**src/rtl/axi_regfile_pkg.sv**
```systemverilog
// Shared types and helpers for the AXI4-Lite register file.
package axi_regfile_pkg;

  localparam logic [1:0] RESP_OKAY   = 2'b00;
  localparam logic [1:0] RESP_SLVERR = 2'b10;

  typedef enum logic {
    W_IDLE,
    W_RESP
  } wr_state_t;

  typedef enum logic {
    R_IDLE,
    R_DATA
  } rd_state_t;

  // Works on the widest supported word; callers truncate to DATA_W.
  function automatic logic [63:0] strb_merge(
    input logic [63:0] old_v,
    input logic [63:0] new_v,
    input logic [7:0]  strb
  );
    logic [63:0] res;
    for (int b = 0; b < 8; b++) begin
      res[b*8 +: 8] = strb[b] ? new_v[b*8 +: 8] : old_v[b*8 +: 8];
    end
    return res;
  endfunction

endpackage

```
**src/rtl/axi_regfile_param.sv**
```systemverilog
// AXI4-Lite slave register file with byte strobes, decode errors,
// per-register read-back select and one-cycle access pulses.
module axi_regfile_param
  import axi_regfile_pkg::*;
#(
  parameter int NREG   = 16,
  parameter int DATA_W = 32,
  parameter int ADDR_W = 12,
  parameter logic [NREG-1:0] RO_MASK = '0
) (
  input  logic                   axi_aclk,
  input  logic                   axi_aresetn,
  input  logic [ADDR_W-1:0]      s_axi_awaddr,
  input  logic                   s_axi_awvalid,
  output logic                   s_axi_awready,
  input  logic [DATA_W-1:0]      s_axi_wdata,
  input  logic [DATA_W/8-1:0]    s_axi_wstrb,
  input  logic                   s_axi_wvalid,
  output logic                   s_axi_wready,
  output logic [1:0]             s_axi_bresp,
  output logic                   s_axi_bvalid,
  input  logic                   s_axi_bready,
  input  logic [ADDR_W-1:0]      s_axi_araddr,
  input  logic                   s_axi_arvalid,
  output logic                   s_axi_arready,
  output logic [DATA_W-1:0]      s_axi_rdata,
  output logic [1:0]             s_axi_rresp,
  output logic                   s_axi_rvalid,
  input  logic                   s_axi_rready,
  output logic [NREG*DATA_W-1:0] reg_out,
  input  logic [NREG*DATA_W-1:0] reg_in,
  output logic [NREG-1:0]        wr_pulse,
  output logic [NREG-1:0]        rd_pulse
);

  localparam int SB   = DATA_W / 8;
  localparam int OFFS = $clog2(SB);
  localparam int IW   = ADDR_W - OFFS;
  localparam logic [IW:0] NREG_V = (IW+1)'(NREG);

  logic [DATA_W-1:0] regs_q [NREG];

  wr_state_t         wst_q, wst_d;
  logic              aw_held_q, w_held_q;
  logic [IW-1:0]     awidx_q;
  logic [DATA_W-1:0] wdata_q;
  logic [SB-1:0]     wstrb_q;
  logic [1:0]        bresp_q;
  logic [NREG-1:0]   wr_pulse_q;

  rd_state_t         rst_q, rst_d;
  logic [DATA_W-1:0] rdata_q;
  logic [1:0]        rresp_q;
  logic [NREG-1:0]   rd_pulse_q;

  logic              aw_hs, w_hs, commit;
  logic [IW-1:0]     w_idx;
  logic              w_in;
  logic [DATA_W-1:0] wdata_c;
  logic [SB-1:0]     wstrb_c;
  logic              ar_hs;
  logic [IW-1:0]     r_idx;
  logic              r_in;
  logic [DATA_W-1:0] rd_word;
  logic [NREG-1:0]   rd_sel;
  logic              unused_addr_bits;

  assign unused_addr_bits = ^{s_axi_awaddr[OFFS-1:0],
                              s_axi_araddr[OFFS-1:0]};

  assign s_axi_awready = (wst_q == W_IDLE) && !aw_held_q;
  assign s_axi_wready  = (wst_q == W_IDLE) && !w_held_q;
  assign s_axi_bvalid  = (wst_q == W_RESP);
  assign s_axi_bresp   = bresp_q;
  assign wr_pulse      = wr_pulse_q;

  assign aw_hs = s_axi_awvalid && s_axi_awready;
  assign w_hs  = s_axi_wvalid && s_axi_wready;

  // Held beats take priority; a fresh handshake fills the missing half.
  assign w_idx   = aw_held_q ? awidx_q : s_axi_awaddr[ADDR_W-1:OFFS];
  assign wdata_c = w_held_q ? wdata_q : s_axi_wdata;
  assign wstrb_c = w_held_q ? wstrb_q : s_axi_wstrb;
  assign w_in    = {1'b0, w_idx} < NREG_V;
  assign commit  = (wst_q == W_IDLE) &&
                   (aw_held_q || aw_hs) && (w_held_q || w_hs);

  always_comb begin
    wst_d = wst_q;
    unique case (wst_q)
      W_IDLE: if (commit) wst_d = W_RESP;
      W_RESP: if (s_axi_bready) wst_d = W_IDLE;
      default: wst_d = W_IDLE;
    endcase
  end

  always_ff @(posedge axi_aclk or negedge axi_aresetn) begin
    if (!axi_aresetn) begin
      wst_q      <= W_IDLE;
      aw_held_q  <= 1'b0;
      w_held_q   <= 1'b0;
      awidx_q    <= '0;
      wdata_q    <= '0;
      wstrb_q    <= '0;
      bresp_q    <= RESP_OKAY;
      wr_pulse_q <= '0;
      for (int i = 0; i < NREG; i++) regs_q[i] <= '0;
    end else begin
      wst_q      <= wst_d;
      wr_pulse_q <= '0;
      if (aw_hs) begin
        aw_held_q <= 1'b1;
        awidx_q   <= s_axi_awaddr[ADDR_W-1:OFFS];
      end
      if (w_hs) begin
        w_held_q <= 1'b1;
        wdata_q  <= s_axi_wdata;
        wstrb_q  <= s_axi_wstrb;
      end
      if (commit) begin
        aw_held_q <= 1'b0;
        w_held_q  <= 1'b0;
        bresp_q   <= w_in ? RESP_OKAY : RESP_SLVERR;
        for (int i = 0; i < NREG; i++) begin
          if (w_in && w_idx == IW'(i) && !RO_MASK[i]) begin
            regs_q[i]     <= DATA_W'(strb_merge(64'(regs_q[i]),
                                                64'(wdata_c),
                                                8'(wstrb_c)));
            wr_pulse_q[i] <= 1'b1;
          end
        end
      end
    end
  end

  assign s_axi_arready = (rst_q == R_IDLE);
  assign s_axi_rvalid  = (rst_q == R_DATA);
  assign s_axi_rdata   = rdata_q;
  assign s_axi_rresp   = rresp_q;
  assign rd_pulse      = rd_pulse_q;

  assign ar_hs = s_axi_arvalid && s_axi_arready;
  assign r_idx = s_axi_araddr[ADDR_W-1:OFFS];
  assign r_in  = {1'b0, r_idx} < NREG_V;

  always_comb begin
    rd_word = '0;
    rd_sel  = '0;
    for (int i = 0; i < NREG; i++) begin
      if (r_idx == IW'(i)) begin
        rd_sel[i] = 1'b1;
        rd_word   = RO_MASK[i] ? reg_in[i*DATA_W +: DATA_W] : regs_q[i];
      end
    end
  end

  always_comb begin
    rst_d = rst_q;
    unique case (rst_q)
      R_IDLE: if (s_axi_arvalid) rst_d = R_DATA;
      R_DATA: if (s_axi_rready) rst_d = R_IDLE;
      default: rst_d = R_IDLE;
    endcase
  end

  always_ff @(posedge axi_aclk or negedge axi_aresetn) begin
    if (!axi_aresetn) begin
      rst_q      <= R_IDLE;
      rdata_q    <= '0;
      rresp_q    <= RESP_OKAY;
      rd_pulse_q <= '0;
    end else begin
      rst_q      <= rst_d;
      rd_pulse_q <= '0;
      if (ar_hs) begin
        rdata_q    <= r_in ? rd_word : '0;
        rresp_q    <= r_in ? RESP_OKAY : RESP_SLVERR;
        rd_pulse_q <= r_in ? rd_sel : '0;
      end
    end
  end

  for (genvar gi = 0; gi < NREG; gi++) begin : g_out
    assign reg_out[gi*DATA_W +: DATA_W] = regs_q[gi];
  end

endmodule
```
**config.mk**
```make
export PLATFORM = sky130hd
export DESIGN_NAME = axi_regfile_param
export DESIGN_NICKNAME = d
export VERILOG_FILES = /design/src/rtl/axi_regfile_pkg.sv /design/src/rtl/axi_regfile_param.sv
export SDC_FILE = /design/constraint.sdc
export NUM_CORES = 1
export LEC_CHECK = 0
export BUFFER_PORTS_ARGS = -buffer_cell sky130_fd_sc_hd__buf_4
export CORE_AREA = 2 2 457 459
export DETAILED_ROUTE_END_ITERATION = 6
export DIE_AREA = 0 0 459 461
export PLACE_DENSITY_LB_ADDON = 0.05
export REMOVE_ABC_BUFFERS = 1
export SYNTH_ARGS = -nofsm -noshare
export SYNTH_HDL_FRONTEND = slang
export SYNTH_SLANG_ARGS = --single-unit
```
**constraint.sdc**
```tcl
create_clock -name axi_aclk -period 7.35 [get_ports axi_aclk]
set_clock_uncertainty 0.05 [all_clocks]
set_input_delay 0 -clock axi_aclk [delete_from_list [all_inputs] [get_ports axi_aclk]]
set_output_delay 0 -clock axi_aclk [all_outputs]
set_load 0.005 [all_outputs]
```
After elaboration in Yosys (flattened, before gate mapping)
Cells that the tools add are included.
{ "totals": {"reg_bits": 630, "out_inout_bits": 585, "elab_cells": 272, "input_bits": 579} }
{ "op_classes": {"order_cmp": 2, "n_eq_ne": 30, "n_reduce_logical": 95, "mux": 67, "n_bitwise": 2} }
{ "op_table": {"columns": ["cell", "count"], "rows": [
  ["2-to-1 mux 32 bit", 18],
  ["AND reduction 3 bit", 64],
  ["== test 10 x 4 -> 1 bit (second input constant)", 16],
  ["== test 10 x 3 -> 1 bit (second input constant)", 8],
  ["2-to-1 mux 16 bit", 3],
  ["== test 10 x 2 -> 1 bit (second input constant)", 4],
  ["2-to-1 mux 1 bit", 40],
  ["logical AND 1 bit", 23],
  ["== test 10 x 1 -> 1 bit (second input constant)", 2],
  ["logical NOT 10 bit", 2],
  ["less-than comparator 10 x 5 -> 1 bit (second input constant)", 2],
  ["2-to-1 mux 10 bit", 1],
  ["2-to-1 mux 2 bit", 2],
  ["2-to-1 mux 4 bit", 1],
  ["case mux 1 bit (2 select lines)", 2],
  ["nonzero test 2 bit", 2],
  ["logical NOT 1 bit", 2],
  ["logical OR 1 bit", 2],
  ["inverter 1 bit", 2]
]} }

Longest topological paths before layout
{ "logic_depth": {"depth_word": 18, "mapped_depth": 10, "mapped_depth_nobuf": 6} }

Least setup slack after synthesis
No wires, ideal clock.
{ "synth_timing": {"path_kind": "register to register", "start": "register aw_held_q", "end": "register regs_q, in the netlist reg_out[21]", "t_required_ns": 7.170, "stages_incl_launch_ff": 9, "period_less_slack_ns": 2.476, "arrival_time_ns": 2.296, "slack_ns": 4.874, "n_path_buf": 3, "cell_sequence": "dfrtp_1 clkbuf_1 or4_4 a2111oi_4 buf_8 nand2_4 buf_2 nand2_1 o21ai_1"} }
{ "synth_via": {"elab_chain_len": 7, "elab_cells_between_ends": 11, "classes_between": "1 x order compare; 1 x mux; 9 x reduce/logical"} }
{ "synth_lines": {"columns": ["item", "line_no", "source"], "rows": [
  ["start: declaration", "axi_regfile_param.sv:44", "logic aw_held_q, w_held_q;"],
  ["start signal: assignment", "axi_regfile_param.sv:100", "aw_held_q <= 1'b0;"],
  ["start signal: assignment", "axi_regfile_param.sv:112", "aw_held_q <= 1'b1;"],
  ["start signal: assignment", "axi_regfile_param.sv:121", "aw_held_q <= 1'b0;"],
  ["branches (longest 6 deep; another with less-than comparator 10 x 5 -> 1 bit)", null, null],
  ["AND reduction 3 bit (no line) *", null, null],
  ["end signal: indexed assignment", "axi_regfile_param.sv:126", "regs_q[i] <= DATA_W'(strb_merge(64'(regs_q[i]),"],
  ["end: declaration", "axi_regfile_param.sv:41", "logic [DATA_W-1:0] regs_q [NREG];"]
]} }
Every way passes the cells marked *.
A chain may end at the register's enable or synchronous reset.

Worst setup path after layout
{ "layout_timing": {"start": "register aw_held_q", "end": "register regs_q, in the netlist reg_out[382]"} }
The elaborated chain is that of the path after synthesis.

==> results.sh <==
export IMPL_nNetsFinal=4137
export IMPL_peakVddDrop_mv=0.163
export IMPL_worst_path_max_fanout=17
export IMPL_drc=0
export IMPL_crit_type="reg2reg"
export IMPL_clk_pin_slew_worst_paths_ns=0.06
export IMPL_synth_largest_area_cell="dfrtp_1"
export IMPL_endpoint_kind="flop"
export IMPL_dp_cells=6055
export IMPL_grt_pass1_wl_um=277000
export IMPL_routedWlPerCell_um=33.5
export IMPL_routabilityCongestion=0.742
export IMPL_numCtsBuffers=95
export IMPL_setup_viol=0
export IMPL_switching_share_pct=33.6
export IMPL_grt_usage_pct=19.7
export IMPL_core_area_um2=206000
export IMPL_drive_gt1_share_pct=29.7
export IMPL_cts_root_buffer="clkbuf_16"
export IMPL_synth_main_ff_cell="dfrtp_1"
export IMPL_place_hpwl_um=151000
export IMPL_status="complete, no violations"
export IMPL_slowest_delay_ns=0.84
export IMPL_clock_latency_ns=0.73
export IMPL_critPathSlowestCell="dfrtp_1"
export IMPL_yosysWarningCount=0
export IMPL_die_h_um=461
export IMPL_critPathRequiredTime_ns=7.92
export IMPL_cts_tree="built"
export IMPL_h_tree_depth=3
export IMPL_synth_area_per_cell_um2=9.92
export IMPL_synth_edf_count=0
export IMPL_hold_ws_ns=0.0484
export IMPL_num_rows=167
export IMPL_hold_class="in2reg"
export IMPL_grt_ovfl_total=0
export IMPL_dr_first_iter_drc_count=1551
export IMPL_num_fill_cells=22900
export IMPL_vias=25500
export IMPL_yosysMostFrequentCell="nand2_1"
export IMPL_ys_seq_area_share_pct=56.0
export IMPL_vias_per_cell=4.01
export IMPL_synth_seq_cells=628
export IMPL_syn_area_um2=28000
export IMPL_syn_inst=2827
export IMPL_postRouteAntennaNets=0
export IMPL_dr_pass1_iters=5
export IMPL_fp_dieW_um=459
export IMPL_multi_input_area_um2=11600
export IMPL_stdcell_count=6354
export IMPL_slew_violations=0
export IMPL_drt_wl_total_um=213000
export IMPL_grt_pass1_vias=25900
export IMPL_hold_viol_final=0
export IMPL_rsz0062_at_grt="false"
export IMPL_grt_max_degree=128
export IMPL_setup_tns_ns=0
export IMPL_seq_area_um2=15700
export IMPL_synth_common_cells="644 x nand2_1, 628 x dfrtp_1, 504 x o21ai_0"
export IMPL_power_leakage_nw=18.2
export IMPL_synth_top_area_share_pct=56.0
export IMPL_powerDensity_nw_per_um2=269
export IMPL_cp_cell_sequence="nand3_1 > a2111oi_4 > buf_4 > nand2_1 > o21ai_0"
export IMPL_timing_final_crit_share_pct=50.4
export IMPL_antenna_found_initial=35
export IMPL_syn2layout_area_growth_pct=44.8
export IMPL_cts_sinks=628
export IMPL_dieArea_um2=212000
export IMPL_io_pins=1164
export IMPL_clkPwrFrac_pct=43.6
export IMPL_tightest_slew_ns=1.22
export IMPL_post_route_min_period_ns=3.71
export IMPL_worstSetupStartpointType="flop"
export IMPL_clock_fmax_ghz=0.270
export IMPL_cts_setup_buffers=0
export IMPL_seqPwrFrac_pct=36.3
export IMPL_initial_core_util_pct=13.6
export IMPL_arrival_ns=4.27
export IMPL_drv_cap=0
export IMPL_cts_max_path_buffers=3
export IMPL_p_switching_mw=3.66
export IMPL_io_buffers=645
export IMPL_post_synth_main_area_contributors="dfrtp_1 56%, o21ai_0 9.0%, nand2_1 8.6%"
export IMPL_comb_power_share_pct=20.1
export IMPL_async_flop_share_pct=100
export IMPL_relSlewSlack_pct=18.4
export IMPL_intPower_mw=7.25
export IMPL_ys_types=67
power by group through the flow:
| stage | clock network, mW | registers (mW) | logic (mW) |
|---|---|---|---|
| 2_1_floorplan | 0 | 3.95 | 0.755 |
| 3_3_place_gp | 0 | 4.03 | 2.18 |
| 3_5_place_dp | 0 | 4.03 | 2.18 |
| 4_1_cts | 4.93 | 3.97 | 2.28 |
| 5_1_grt | 5.06 | 4.00 | 2.38 |
| 6_report | 4.76 | 3.96 | 2.20 |
path summary, 6_finish.rpt:
path / startpoint / to / slack (ns) / depth (start not counted)
min: s_axi_araddr[5] / s_axi_rdata[18] / 0.05 / 4
min in group asynchronous: axi_aresetn / s_axi_rdata[20] / 0.44 / 4
min reg2reg: s_axi_rdata[24] / s_axi_rdata[24] / 0.44 / 2
max reg2reg: aw_held_q / reg_out[382] / 3.64 / 5
max: aw_held_q / reg_out[382] / 3.64 / 5
max in group asynchronous: axi_aresetn / reg_out[317] / 5.31 / 5
per-layer routing:
| metal | up-vias | part of all wire, % | wire [um] | GRT usage, % |
|---|---|---|---|---|
| met5 | - | 0.030 | 64 | 0 |
| met4 | 12 | 1.4 | 2940 | 3.52 |
| met3 | 138 | 8.1 | 17300 | 6.45 |
| met2 | 814 | 43 | 91100 | 29.5 |
| met1 | 13000 | 48 | 102000 | 27.7 |
| li1 | 11500 | - | - | - |
state kept, by name, indices dropped and copies added, names as in the netlist:
signal,flops
s_axi_rvalid,1
wstrb_q,4
wr_pulse,16
s_axi_rresp,1
s_axi_bresp,1
s_axi_rdata,32
aw_held_q,1
w_held_q,1
reg_out,512
s_axi_bvalid,1
awidx_q,10
wdata_q,32
rd_pulse,16
metrics by stage:
step	power, mW	util [%]	worst slack [ns]	instance area, um^2
3_5_place_dp	6.20	17.6	3.34	36300
2_1_floorplan	4.71	-	3.32	27100
3_3_place_gp	6.20	17.6	3.35	36300
4_1_cts	11.2	19.7	3.49	40600
6_report	10.9	19.7	3.64	40600
5_1_grt	11.4	19.7	3.30	40600
what timing repair did:
action	CTS	global route
resized for setup	0	0
endpoints found under the hold margin	1106	0
hold buffers	110	0
critical path: cells and delay by family (launching register included):
kind	cells	cell delay [ns]
flip-flops	1	0.84
AND/OR/NAND/NOR	2	1.29
buffers and inverters	1	0.51
AO/OA/AOI/OAI	2	0.84
area by class of cell:
type | count | share of cell area [%]
antenna | 15 | 0.0924
clock buffer | 152 | 7.25
sequential | 628 | 38.7
inverter | 10 | 0.0955
tap | 2704 | 8.33
clock inverter | 22 | 0.518
timing repair buffer | 838 | 16.5
multi-input combinational | 1985 | 28.5
logic make-up (layout without fill, tap and decap cells):
logic type / after synthesis / count (layout) / share of synthesized area, %
AND/OR/NAND/NOR: 906 / 906 / 13.7
multiplexers: 188 / 188 / 8.31
flip-flops: 628 / 628 / 56.0
other: 1 / 17 / 0.0134
buffers and inverters: 215 / 1022 / 3.62
AO/OA/AOI/OAI: 889 / 889 / 18.3
layout by cell type, fill, tap and decap left out, types with 8 or more instances in the layout:
cell type	netlist	routed
buf_4	2	717
nand2_1	644	643
dfrtp_1	628	627
o21ai_0	504	504
nor2_1	128	118
dlygate4sd3_1	0	109
o21ai_1	108	108
clkbuf_16	0	98
mux2_2	78	78
a21oi_1	62	60
mux2i_1	82	59
o22ai_1	31	31
clkbuf_8	0	29
mux4_2	28	28
nand2_4	26	26
clkbuf_1	140	25
a22oi_1	23	23
mux2i_2	0	22
o221ai_1	21	21
nor3_1	22	19
nor2b_1	20	16
a211oi_1	16	16
diode_2	0	15
clkinv_2	0	15
o211ai_1	13	13
a221oi_1	12	12
nand3_1	12	11
a31oi_1	11	10
o31ai_1	10	10
a22o_1	10	10
nand2b_1	13	9
nand4_1	8	8
inv_1	9	8
o32ai_1	8	8
(Power assumes the default switching activity.)
